File: config.mk
export PLATFORM = sky130hd
export DESIGN_NAME = bin2bcd_serial_flat
export DESIGN_NICKNAME = d
export VERILOG_FILES = /design/src/rtl/bin2bcd_serial_if.sv /design/src/rtl/bin2bcd_serial.sv /design/src/flat_wrapper.sv
export SDC_FILE = /design/constraint.sdc
export NUM_CORES = 1
export LEC_CHECK = 0
export CORE_UTILIZATION = 50
export DETAILED_ROUTE_END_ITERATION = 6
export GPL_ROUTABILITY_DRIVEN = 0
export PLACE_DENSITY = 0.74
export SYNTH_ARGS = -nofsm -noshare
export SYNTH_HDL_FRONTEND = slang
export SYNTH_SLANG_ARGS = --single-unit
File: constraint.sdc
create_clock -name clk -period 5.1 [get_ports clk]
set_input_delay 1.53 -clock clk [delete_from_list [all_inputs] [get_ports clk]]
set_output_delay 1.53 -clock clk [all_outputs]
set_load 0.05 [all_outputs]
File: src/rtl/bin2bcd_serial_if.sv
// rtl/bin2bcd_serial_if.sv - request/result bundle between a binary producer and the BCD converter
interface bin2bcd_serial_if #(
    parameter int W = 26,
    parameter int D = 8
);
    logic             start;
    logic [W-1:0]     bin;
    logic             busy;
    logic             done;
    logic [4*D-1:0]   bcd;
    logic [3:0]       ndig;

    modport master (
        output start,
        output bin,
        input  busy,
        input  done,
        input  bcd,
        input  ndig
    );

    modport slave (
        input  start,
        input  bin,
        output busy,
        output done,
        output bcd,
        output ndig
    );
endinterface

File: src/rtl/bin2bcd_serial.sv
// rtl/bin2bcd_serial.sv - one-bit-per-clock double-dabble binary to packed BCD converter
module bin2bcd_serial #(
    parameter int W = 26,
    parameter int D = 8
) (
    input  logic            clk,
    input  logic            rst,
    bin2bcd_serial_if.slave bus
);
    localparam int CW = $clog2(W + 1);

    typedef enum logic {IDLE, CONV} state_t;

    state_t         state;
    state_t         state_nxt;
    logic [W-1:0]   shreg;
    logic [4*D-1:0] scratch;
    logic [4*D-1:0] corr;
    logic [4*D-1:0] scratch_nxt;
    logic [CW-1:0]  cnt;
    logic           last;
    logic           done_q;
    logic [4*D-1:0] bcd_q;
    logic [3:0]     ndig_q;
    logic [3:0]     ndig_nxt;

    assign last = (cnt == CW'(W - 1));

    always_ff @(posedge clk) begin
        if (rst) begin
            state <= IDLE;
        end else begin
            state <= state_nxt;
        end
    end

    always_comb begin
        state_nxt = state;
        case (state)
            IDLE:    if (bus.start) state_nxt = CONV;
            CONV:    if (last)      state_nxt = IDLE;
            default:                state_nxt = IDLE;
        endcase
    end

    always_comb begin
        bus.busy = (state == CONV);
        bus.done = done_q;
        bus.bcd  = bcd_q;
        bus.ndig = ndig_q;
    end

    // Add-3 is confined to each nibble of the scratch; the shift register never sees it.
    always_comb begin
        corr = scratch;
        for (int i = 0; i < D; i++) begin
            if (corr[4*i +: 4] >= 4'd5) begin
                corr[4*i +: 4] = corr[4*i +: 4] + 4'd3;
            end
        end
        scratch_nxt = {corr[4*D-2:0], shreg[W-1]};
    end

    // Highest nonzero digit wins; an all-zero result still reports one digit.
    always_comb begin
        ndig_nxt = 4'd1;
        for (int i = 0; i < D; i++) begin
            if (scratch_nxt[4*i +: 4] != 4'd0) begin
                ndig_nxt = 4'(i + 1);
            end
        end
    end

    always_ff @(posedge clk) begin
        if (rst) begin
            shreg   <= '0;
            scratch <= '0;
            cnt     <= '0;
            done_q  <= 1'b0;
            bcd_q   <= '0;
            ndig_q  <= 4'd1;
        end else begin
            done_q <= 1'b0;
            case (state)
                IDLE: begin
                    if (bus.start) begin
                        shreg   <= bus.bin;
                        scratch <= '0;
                        cnt     <= '0;
                    end
                end
                CONV: begin
                    shreg   <= {shreg[W-2:0], 1'b0};
                    scratch <= scratch_nxt;
                    cnt     <= cnt + CW'(1);
                    if (last) begin
                        bcd_q  <= scratch_nxt;
                        ndig_q <= ndig_nxt;
                        done_q <= 1'b1;
                        cnt    <= '0;
                    end
                end
                default: ;
            endcase
        end
    end
endmodule
File: src/flat_wrapper.sv
// flat-port wrapper written by rule: the top's interface ports become plain ports
module bin2bcd_serial_flat 
#(
    parameter int W = 26,
    parameter int D = 8
)
  (clk, rst, bus_start, bus_bin, bus_busy, bus_done, bus_bcd, bus_ndig);
  bin2bcd_serial_if #(.W(W), .D(D)) bus_i ();
  input  logic clk;
  input  logic rst;
  input wire logic [$bits(bus_i.start)-1:0] bus_start;
  input wire logic [$bits(bus_i.bin)-1:0] bus_bin;
  output wire logic [$bits(bus_i.busy)-1:0] bus_busy;
  output wire logic [$bits(bus_i.done)-1:0] bus_done;
  output wire logic [$bits(bus_i.bcd)-1:0] bus_bcd;
  output wire logic [$bits(bus_i.ndig)-1:0] bus_ndig;
  assign bus_i.start = bus_start;
  assign bus_i.bin = bus_bin;
  assign bus_busy = bus_i.busy;
  assign bus_done = bus_i.done;
  assign bus_bcd = bus_i.bcd;
  assign bus_ndig = bus_i.ndig;
  bin2bcd_serial #(.W(W), .D(D)) u_core (.clk(clk), .rst(rst), .bus(bus_i));
endmodule
==> results of run 1 <==
-- how the worst max path moves through the flow --
stage | start | to | slack [ps] | cells after the start
after global placement | bus_start | u_core.scratch[19]$_SDFFE_PP0P_ | 1990 | 5
after detailed placement | bus_start | u_core.scratch[23]$_SDFFE_PP0P_ | 1960 | 5
after floorplan | bus_start | u_core.shreg[5]$_SDFFE_PP0P_ | 2410 | 6
final | u_core.bus.busy$_SDFF_PP0_ | u_core.bus.bcd[3]$_SDFFE_PP0P_ | 1940 | 6
after global routing | u_core.bus.busy$_SDFF_PP0_ | u_core.bus.bcd[3]$_SDFFE_PP0P_ | 1650 | 6
after CTS | u_core.bus.busy$_SDFF_PP0_ | u_core.bus.bcd[3]$_SDFFE_PP0P_ | 1960 | 6
-- worst max-delay path, stage by stage, from the launching register on --
cell and delay [ps]:
sky130_fd_sc_hd__dfxtp_4 350, sky130_fd_sc_hd__buf_4 730, sky130_fd_sc_hd__inv_1 490, sky130_fd_sc_hd__nor2_2 760, sky130_fd_sc_hd__buf_4 380, sky130_fd_sc_hd__nor2_1 60
sky130_fd_sc_hd__a311oi_1 220
-- final cells by class --
type                            instances  area [um^2]  area share [%]
Sequential cell                       101         2030            35.3
Multi-Input combinational cell        453         2590            45.2
Inverter                               21         78.8            1.38
Clock inverter                          2         35.0           0.611
Tap cell                              129          161            2.82
Clock buffer                           12          145            2.53
Timing Repair Buffer                   72          696            12.1
-- power by group through the flow --
| stage | sequential (mW) | clock (mW) | combinational (mW) |
|---|---|---|---|
| 2_1_floorplan | 0.829 | 0 | 0.0757 |
| 4_1_cts | 0.811 | 0.506 | 0.114 |
| 6_report | 0.810 | 0.491 | 0.113 |
| 3_3_place_gp | 0.828 | 0 | 0.109 |
| 5_1_grt | 0.812 | 0.534 | 0.126 |
| 3_5_place_dp | 0.829 | 0 | 0.113 |
-- synth_stat cells, types with 2 or more instances --
library cell	number
sky130_fd_sc_hd__nor3b_1	13
sky130_fd_sc_hd__nand2b_1	11
sky130_fd_sc_hd__mux2i_1	36
sky130_fd_sc_hd__nor2b_1	2
sky130_fd_sc_hd__o22a_1	3
sky130_fd_sc_hd__nor2_1	119
sky130_fd_sc_hd__clkbuf_1	28
sky130_fd_sc_hd__a21oi_1	80
sky130_fd_sc_hd__nand3_1	6
sky130_fd_sc_hd__a21o_1	6
sky130_fd_sc_hd__or2_1	2
sky130_fd_sc_hd__a41oi_1	2
sky130_fd_sc_hd__a2bb2oi_1	4
sky130_fd_sc_hd__o21ai_0	20
sky130_fd_sc_hd__buf_1	7
sky130_fd_sc_hd__nand2_1	63
sky130_fd_sc_hd__inv_1	21
sky130_fd_sc_hd__o211ai_1	3
sky130_fd_sc_hd__xnor2_1	8
sky130_fd_sc_hd__dfxtp_1	101
sky130_fd_sc_hd__nor3_1	30
sky130_fd_sc_hd__buf_2	2
sky130_fd_sc_hd__ha_1	18
sky130_fd_sc_hd__a21oi_2	2
sky130_fd_sc_hd__a211oi_1	5
-- sequential cells by signal, indices dropped and copies added (netlist names) --
register,flops
u_core.bus.bcd,32
u_core.bus.busy,1
u_core.bus.done,1
u_core.bus.ndig,4
u_core.cnt,5
u_core.scratch,32
u_core.shreg,26
-- per-layer routing --
metal | wire [um] | vias to the layer above
met4 | 238 | 0
met1 | 4640 | 1984
met2 | 4860 | 100
li1 | - | 2167
met3 | 481 | 19
met5 | 0 | -
-- cells by family (layout without fill, tap and decap cells) --
family	count (synthesis)	count (layout)	synth area share, %
buffers and inverters	58	107	4.56
muxes	36	36	7.46
and+or+nand+nor	259	259	24.4
AOI/OAI and AO/OA	132	132	15.6
xor gates and xnor gates	8	8	1.45
DFF	101	101	41.9
adders and majority gates	18	18	4.66
==> summary.md, run 1 <==
| Metric | Value |
|---|---|
| Share of synthesized area occupied by flip-flops and latches | `a little over two fifths` |
| Number of CTS-inserted buffers | `9` |
| Overflow left after global routing | `0` |
| Skew final | `9.37 ps` |
| Synth Cell Area | `0.00483 mm^2` |
| Post-synthesis cell type count | `45` |
| Post-route clock period utilization | `slightly above 60%` |
| Layout cell share with drive strength beyond 1 | `under 10%` |
| Standard cell area after detailed placement | `about 0.0056 mm^2` |
| Number of enable flip-flop cells after synthesis | `0` |
| Shortest clock period the worst path allows after layout | `3160 ps` |
| FF-to-FF path depth | `6` |
| Count of yosys warnings during synthesis | `0` |
| Power Total | `around 1.4 mW` |
| Leakage power of the design | `approximately 2.2 nW` |
| Total GRT Usage | `21.5%` |
| Cells after Synth | `a little over 600` |
| Number of resized instances in the post-cts repair step | `0` |
| Mapped Nets | `roughly 660` |
| Worst VDD drop | `0.157 mV` |
| Status | `complete, no violations` |
| Global-route wire length before repair | `~18 mm` |
| DRC viols | `0` |
| Hold Violations, Final | `0` |
| Commonest non-fill, non-tap cells in the layout | `sky130_fd_sc_hd__nor2_1, sky130_fd_sc_hd__dfxtp_1, sky130_fd_sc_hd__a21oi_1` |
| Vias in the first global route | `a little over 4,000` |
| Number of setup buffers added after CTS | `0` |
| Count of buffers inserted at the top-level ports | `66` |
| Cell area after layout | `roughly 0.0057 mm^2` |
| Data required, critical path | `between 5000 and 6000 ps` |
| Initial cell density of the core | `52.0%` |
| Worst Setup Start Kind | `register` |
| Setup slack on the worst flop-to-flop path | `approximately 1900 ps` |
| Number of violations of the max-capacitance limit | `0` |
| Hold WS | `about 450 ps` |
| Placement-stage worst setup slack | `between 1500 and 2000 ps` |
| Maximum achievable frequency | `between 0.3 and 0.4 GHz` |
| Die Wd | `100 um` |
| Flip-flop and latch count after synthesis | `101` |
| Core outline area | `0.00928 mm^2` |
| Per-instance average area after synthesis | `7.89 um^2` |
| Power per cell area | `roughly 250 mW/mm^2` |
| Setup slack of the critical path after layout | `slightly below 2000 ps` |
| Cells taking the most area after synthesis | `sky130_fd_sc_hd__dfxtp_1, sky130_fd_sc_hd__nor2_1, sky130_fd_sc_hd__a21oi_1` |
| Routed vias | `between 4,000 and 5,000` |
| Die outline area | `between 0.01 and 0.015 mm^2` |
| Met1 track demand over resource | `a little over a quarter` |
| Power share of the combinational group | `8.0%` |
| Floorplan die height | `about 100 um` |
| Critical setup path kind | `register to register` |
| Utilization after layout | `between 60% and 70%` |
| Worst-path maximum fanout | `around 110` |
| DP HPWL | `between 7 and 8 mm` |
| Mean routed wirelength per cell | `~13 um` |
| Transition time at the pin with the least slew margin | `1020 ps` |
| Dominant register cell in the synthesized netlist | `sky130_fd_sc_hd__dfxtp_1` |
| Setup TNS Final | `0 ps` |
| CTS tree | `done` |
| Number of filler cells placed in the layout | `838` |
| Number of slew-limit violations in the final report | `0` |
| CTS HTree Levels | `3` |
| I/O pin count | `67` |
| Hold Path Class | `register to register` |
| DRT Wirelength | `about 10 mm` |
| Endpoint of the worst-slack reg-to-reg timing path | `u_core.bus.bcd[3]$_SDFFE_PP0P_` |
| Worst rel slew slack | `between 30% and 40%` |
| Library cell with the largest summed area after synthesis | `sky130_fd_sc_hd__dfxtp_1` |
| Clock Root Buffer | `sky130_fd_sc_hd__clkbuf_8` |
| Area added between synthesis and finish | `18.7%` |
| Switching Share | `about a quarter` |
| Maximum count of clock buffers along a single path | `2` |
| Switching power | `approximately 0.33 mW` |
| Most common cell after layout, fill and taps aside | `sky130_fd_sc_hd__nor2_1` |
| Antenna violations before repair | `0` |
| DR vias/cell | `between 5 and 6` |
| Largest net degree at the start of global routing | `between 100 and 150` |
| Setup violation total in the final timing report | `0` |
| Clock sinks | `101` |
| Cell count of the worst hold path | `2` |
| Nets | `between 700 and 800` |
| Number of hold buffers added after CTS | `0` |
| Launching point of the worst reg2reg path | `u_core.bus.busy$_SDFF_PP0_` |
| Number of standard cells in the layout, taps in and fillers out | `between 700 and 800` |
| Share of total power in sequential cells | `a little under three fifths` |
| GRT busiest layer | `met2` |
| Post-synth top area share | `a little over two fifths` |
| Clock network latency to the later pin of the worst-skew pair | `360 ps` |
| Met2 global-route usage | `36.8%` |
| WP data arrival | `between 3000 and 4000 ps` |
| Unrepaired setup endpoints after global routing | `false` |
| Diode insertion count for antenna repair | `0` |
| Iteration-0 DRC count of the detailed router | `a little under 200` |
| First drt pass iteration count | `4` |
| Internal power summed over all cells | `~1.1 mW` |
| # rows | `35` |
| Number of routed nets with antenna violations | `0` |
| Start point of the worst hold path | `u_core.bus.ndig[2]$_SDFFE_PP0P_` |
| Worst Setup End Kind | `register` |
| Async set-or-reset flop fraction in the synthesized netlist | `0%` |
| Worst hold path endpoint | `u_core.bus.ndig[2]$_SDFFE_PP0P_` |
| Fraction of power consumed by the clock network | `a little over a third` |
| Met3 track demand over resource | `4.25%` |
| Placed cells | `around 780` |
| Clock-pin transition on the worst setup and hold timing paths | `90 ps` |
No activity file was read; power rests on OpenSTA's default activity.
==> run 2: changes to the inputs <==
CORE_UTILIZATION = 49   (was 50)
PLACE_DENSITY = 0.76   (was 0.74)
clock period = 2.6 ns   (was 5.1 ns; I/O delays follow)
==> summary.md, run 2 (synthesis results as in run 1) <==
| Metric | Value |
|---|---|
| Status | `complete, no violations (unchanged)` |
| DRT Wirelength | `10.5 mm (was 10.2 mm)` |
| Number of setup buffers added after CTS | `0 (unchanged)` |
| Critical path's top delay family | `buffers and inverters (unchanged)` |
| Worst-path maximum fanout | `2 (was 111)` |
| Placed cells | `780 (was 776)` |
| Total GRT Usage | `21.4% (was 21.5%)` |
| Overflow left after global routing | `0 (unchanged)` |
| Nets | `709 (was 705)` |
| Global-route wire length before repair | `17.5 mm (was 17.7 mm)` |
| WP data arrival | `1580 ps (was 3440 ps)` |
| First drt pass iteration count | `4 (unchanged)` |
| DRC viols | `0 (unchanged)` |
| Die outline area | `0.0103 mm^2 (was 0.0101 mm^2)` |
| GRT busiest layer | `met2 (unchanged)` |
| Power per cell area | `491 mW/mm^2 (was 247 mW/mm^2)` |
| Shortest clock period the worst path allows after layout | `approximately 2400 ps` |
| Worst Setup End Kind | `output pin (was register)` |
| CTS tree | `done (unchanged)` |
| Hold Violations, Final | `0 (unchanged)` |
| Hold WS | `457 ps (was 453 ps)` |
| Worst Setup Start Kind | `register (unchanged)` |
| Setup violation total in the final timing report | `0 (unchanged)` |
| Worst VDD drop | `0.433 mV (was 0.157 mV)` |
| Routed vias | `4,287 (was 4,270)` |
| Vias in the first global route | `3,961 (was 4,085)` |
| Maximum achievable frequency | `approximately 0.42 GHz` |
| Clock Root Buffer | `sky130_fd_sc_hd__clkbuf_8 (unchanged)` |
| Number of hold buffers added after CTS | `0 (unchanged)` |
| Transition time at the pin with the least slew margin | `846 ps (was 1020 ps)` |
| Number of resized instances in the post-cts repair step | `0 (unchanged)` |
| Die Wd | `101 um (was 100 um)` |
| Number of CTS-inserted buffers | `9 (unchanged)` |
| Clock network latency to the later pin of the worst-skew pair | `360 ps (about the same)` |
| Maximum count of clock buffers along a single path | `2 (unchanged)` |
| Launching point of the worst reg2reg path | `u_core.scratch[25]$_SDFFE_PP0P_ (was u_core.bus.busy$_SDFF_PP0_)` |
| Clock-pin transition on the worst setup and hold timing paths | `90 ps (about the same)` |
| Commonest non-fill, non-tap cells in the layout | `sky130_fd_sc_hd__nor2_1, sky130_fd_sc_hd__dfxtp_1, sky130_fd_sc_hd__a21oi_1 (unchanged)` |
| Critical setup path kind | `register to output pin (was register to register)` |
| Number of violations of the max-capacitance limit | `0 (unchanged)` |
| Max stage delay cell, worst path | `sky130_fd_sc_hd__clkdlybuf4s50_1 (was sky130_fd_sc_hd__nor2_2)` |
| Data required, critical path | `1820 ps (was 5380 ps)` |
| Number of buffer and inverter stages on the critical path | `1 (was 3)` |
| Setup slack on the worst flop-to-flop path | `470 ps (was 1940 ps)` |
| Iteration-0 DRC count of the detailed router | `127 (was 199)` |
| Met2 global-route usage | `38.4% (was 36.8%)` |
| Floorplan die height | `101 um (was 100 um)` |
| Unrepaired setup endpoints after global routing | `false (unchanged)` |
| Area added between synthesis and finish | `20.7% (was 18.7%)` |
| Peak per-stage delay on the critical path | `830 ps (was 760 ps)` |
| # rows | `35 (unchanged)` |
| Skew final | `5.62 ps (was 9.37 ps)` |
| Start point of the worst hold path | `u_core.bus.bcd[29]$_SDFFE_PP0P_ (was u_core.bus.ndig[2]$_SDFFE_PP0P_)` |
| Post-route clock period utilization | `between 90% and 100%` |
| Layout cell share with drive strength beyond 1 | `5.40% (was 4.24%)` |
| Most common cell after layout, fill and taps aside | `sky130_fd_sc_hd__nor2_1 (unchanged)` |
| Antenna violations before repair | `0 (unchanged)` |
| I/O pin count | `67 (unchanged)` |
| Sequence of cells on the critical path | `clkdlybuf4s50_1 (was buf_4, inv_1, nor2_2, buf_4, nor2_1, a311oi_1)` |
| Worst hold path endpoint | `u_core.bus.bcd[29]$_SDFFE_PP0P_ (was u_core.bus.ndig[2]$_SDFFE_PP0P_)` |
| Worst rel slew slack | `43.4% (was 31.7%)` |
| Power Total | `2.86 mW (was 1.42 mW)` |
| FF-to-FF path depth | `8 (was 6)` |
| Number of slew-limit violations in the final report | `0 (unchanged)` |
| DR vias/cell | `5.39 (was 5.41)` |
| Endpoint of the worst-slack reg-to-reg timing path | `u_core.bus.ndig[0]$_SDFFE_PP1P_ (was u_core.bus.bcd[3]$_SDFFE_PP0P_)` |
| Largest net degree at the start of global routing | `73 (was 112)` |
| CTS HTree Levels | `3 (unchanged)` |
| Met1 track demand over resource | `25.8% (was 26.2%)` |
| Met3 track demand over resource | `5.11% (was 4.25%)` |
| Cell count of the worst hold path | `2 (unchanged)` |
| Number of standard cells in the layout, taps in and fillers out | `796 (was 790)` |
| Clock sinks | `101 (unchanged)` |
| Mean routed wirelength per cell | `13.2 um (was 12.9 um)` |
| DP HPWL | `7.25 mm (was 7.02 mm)` |
| Count of buffers inserted at the top-level ports | `66 (unchanged)` |
| Leakage power of the design | `2.27 nW (was 2.23 nW)` |
| Number of routed nets with antenna violations | `0 (unchanged)` |
| Core outline area | `0.00942 mm^2 (was 0.00928 mm^2)` |
| Diode insertion count for antenna repair | `0 (unchanged)` |
| Setup TNS Final | `0 ps (unchanged)` |
| Initial cell density of the core | `51.3% (was 52.0%)` |
| Hold Path Class | `register to register (unchanged)` |
[run 2: changes by cell type in the layout (fill, tap and decap cells not counted), sizes merged]
cell,before,now
buf,8,13
clkbuf,12,13
clkdlybuf4s50,64,63
clkinvlp,0,1
[run 2: tightest hold or removal path, delay by kind of cell, from the launching register on]
| kind | cells | cell delay (ps) |
|---|---|---|
| AOI/OAI and AO/OA | 1 | 50 |
| DFF | 1 | 320 |
| and+or+nand+nor | 1 | 50 |
[run 2: final cells by class]
| type | instances | area (um^2) |
|---|---|---|
| repair buffers | 76 | 761 |
| fillers | 835 | 3590 |
| clock inverters | 3 | 42.5 |
| flip-flops and latches | 101 | 2030 |
| clock buffers | 13 | 169 |
| well taps | 129 | 161 |
| inverters | 21 | 78.8 |
| multi-input cells | 453 | 2590 |
[run 2: through the flow]
step | cell area [um^2] | worst slack (ps) | util, %
final | 5830 | 237 | 61.9
after global routing | 5830 | 201 | 61.9
after floorplan | 4830 | 653 | -
after global placement | 5620 | 588 | 59.7
after CTS | 5830 | 221 | 61.9
after detailed placement | 5620 | 472 | 59.7
[run 2: routing by layer]
| layer | routed length (um) | share of wire [%] | vias to the layer above |
|---|---|---|---|
| met5 | 0 | 0 | - |
| met4 | 131 | 1.3 | 0 |
| met3 | 553 | 5.3 | 13 |
| met2 | 5070 | 48 | 107 |
| met1 | 4710 | 45 | 1994 |
| li1 | - | - | 2173 |
[run 2: where the power goes]
| group | switching, mW | leakage, nW | internal [mW] |
|---|---|---|---|
| clock network | 0.517 | 0.106 | 0.523 |
| registers | 0.0169 | 0.818 | 1.57 |
| logic | 0.131 | 1.35 | 0.0996 |
[run 2: how the worst max path moves through the flow]
| stage | startpoint | endpoint | slack [ps] | cells after the start |
|---|---|---|---|---|
| after global routing | u_core.bus.bcd[10]$_SDFFE_PP0P_ | bus_bcd[10] | 200 | 1 |
| final | u_core.bus.bcd[10]$_SDFFE_PP0P_ | bus_bcd[10] | 240 | 1 |
| after global placement | u_core.scratch[25]$_SDFFE_PP0P_ | u_core.bus.ndig[0]$_SDFFE_PP1P_ | 590 | 8 |
| after detailed placement | u_core.scratch[25]$_SDFFE_PP0P_ | u_core.bus.ndig[0]$_SDFFE_PP1P_ | 470 | 8 |
| after CTS | u_core.bus.bcd[10]$_SDFFE_PP0P_ | bus_bcd[10] | 220 | 1 |
| after floorplan | u_core.bus.busy$_SDFF_PP0_ | u_core.bus.ndig[1]$_SDFFE_PP0P_ | 650 | 6 |
==> run 3: changes to the inputs <==
SKIP_CTS_REPAIR_TIMING = 1   (was unset)
==> results of run 3 <==
Final layout, timing and power as in run 2 (identical DEF).
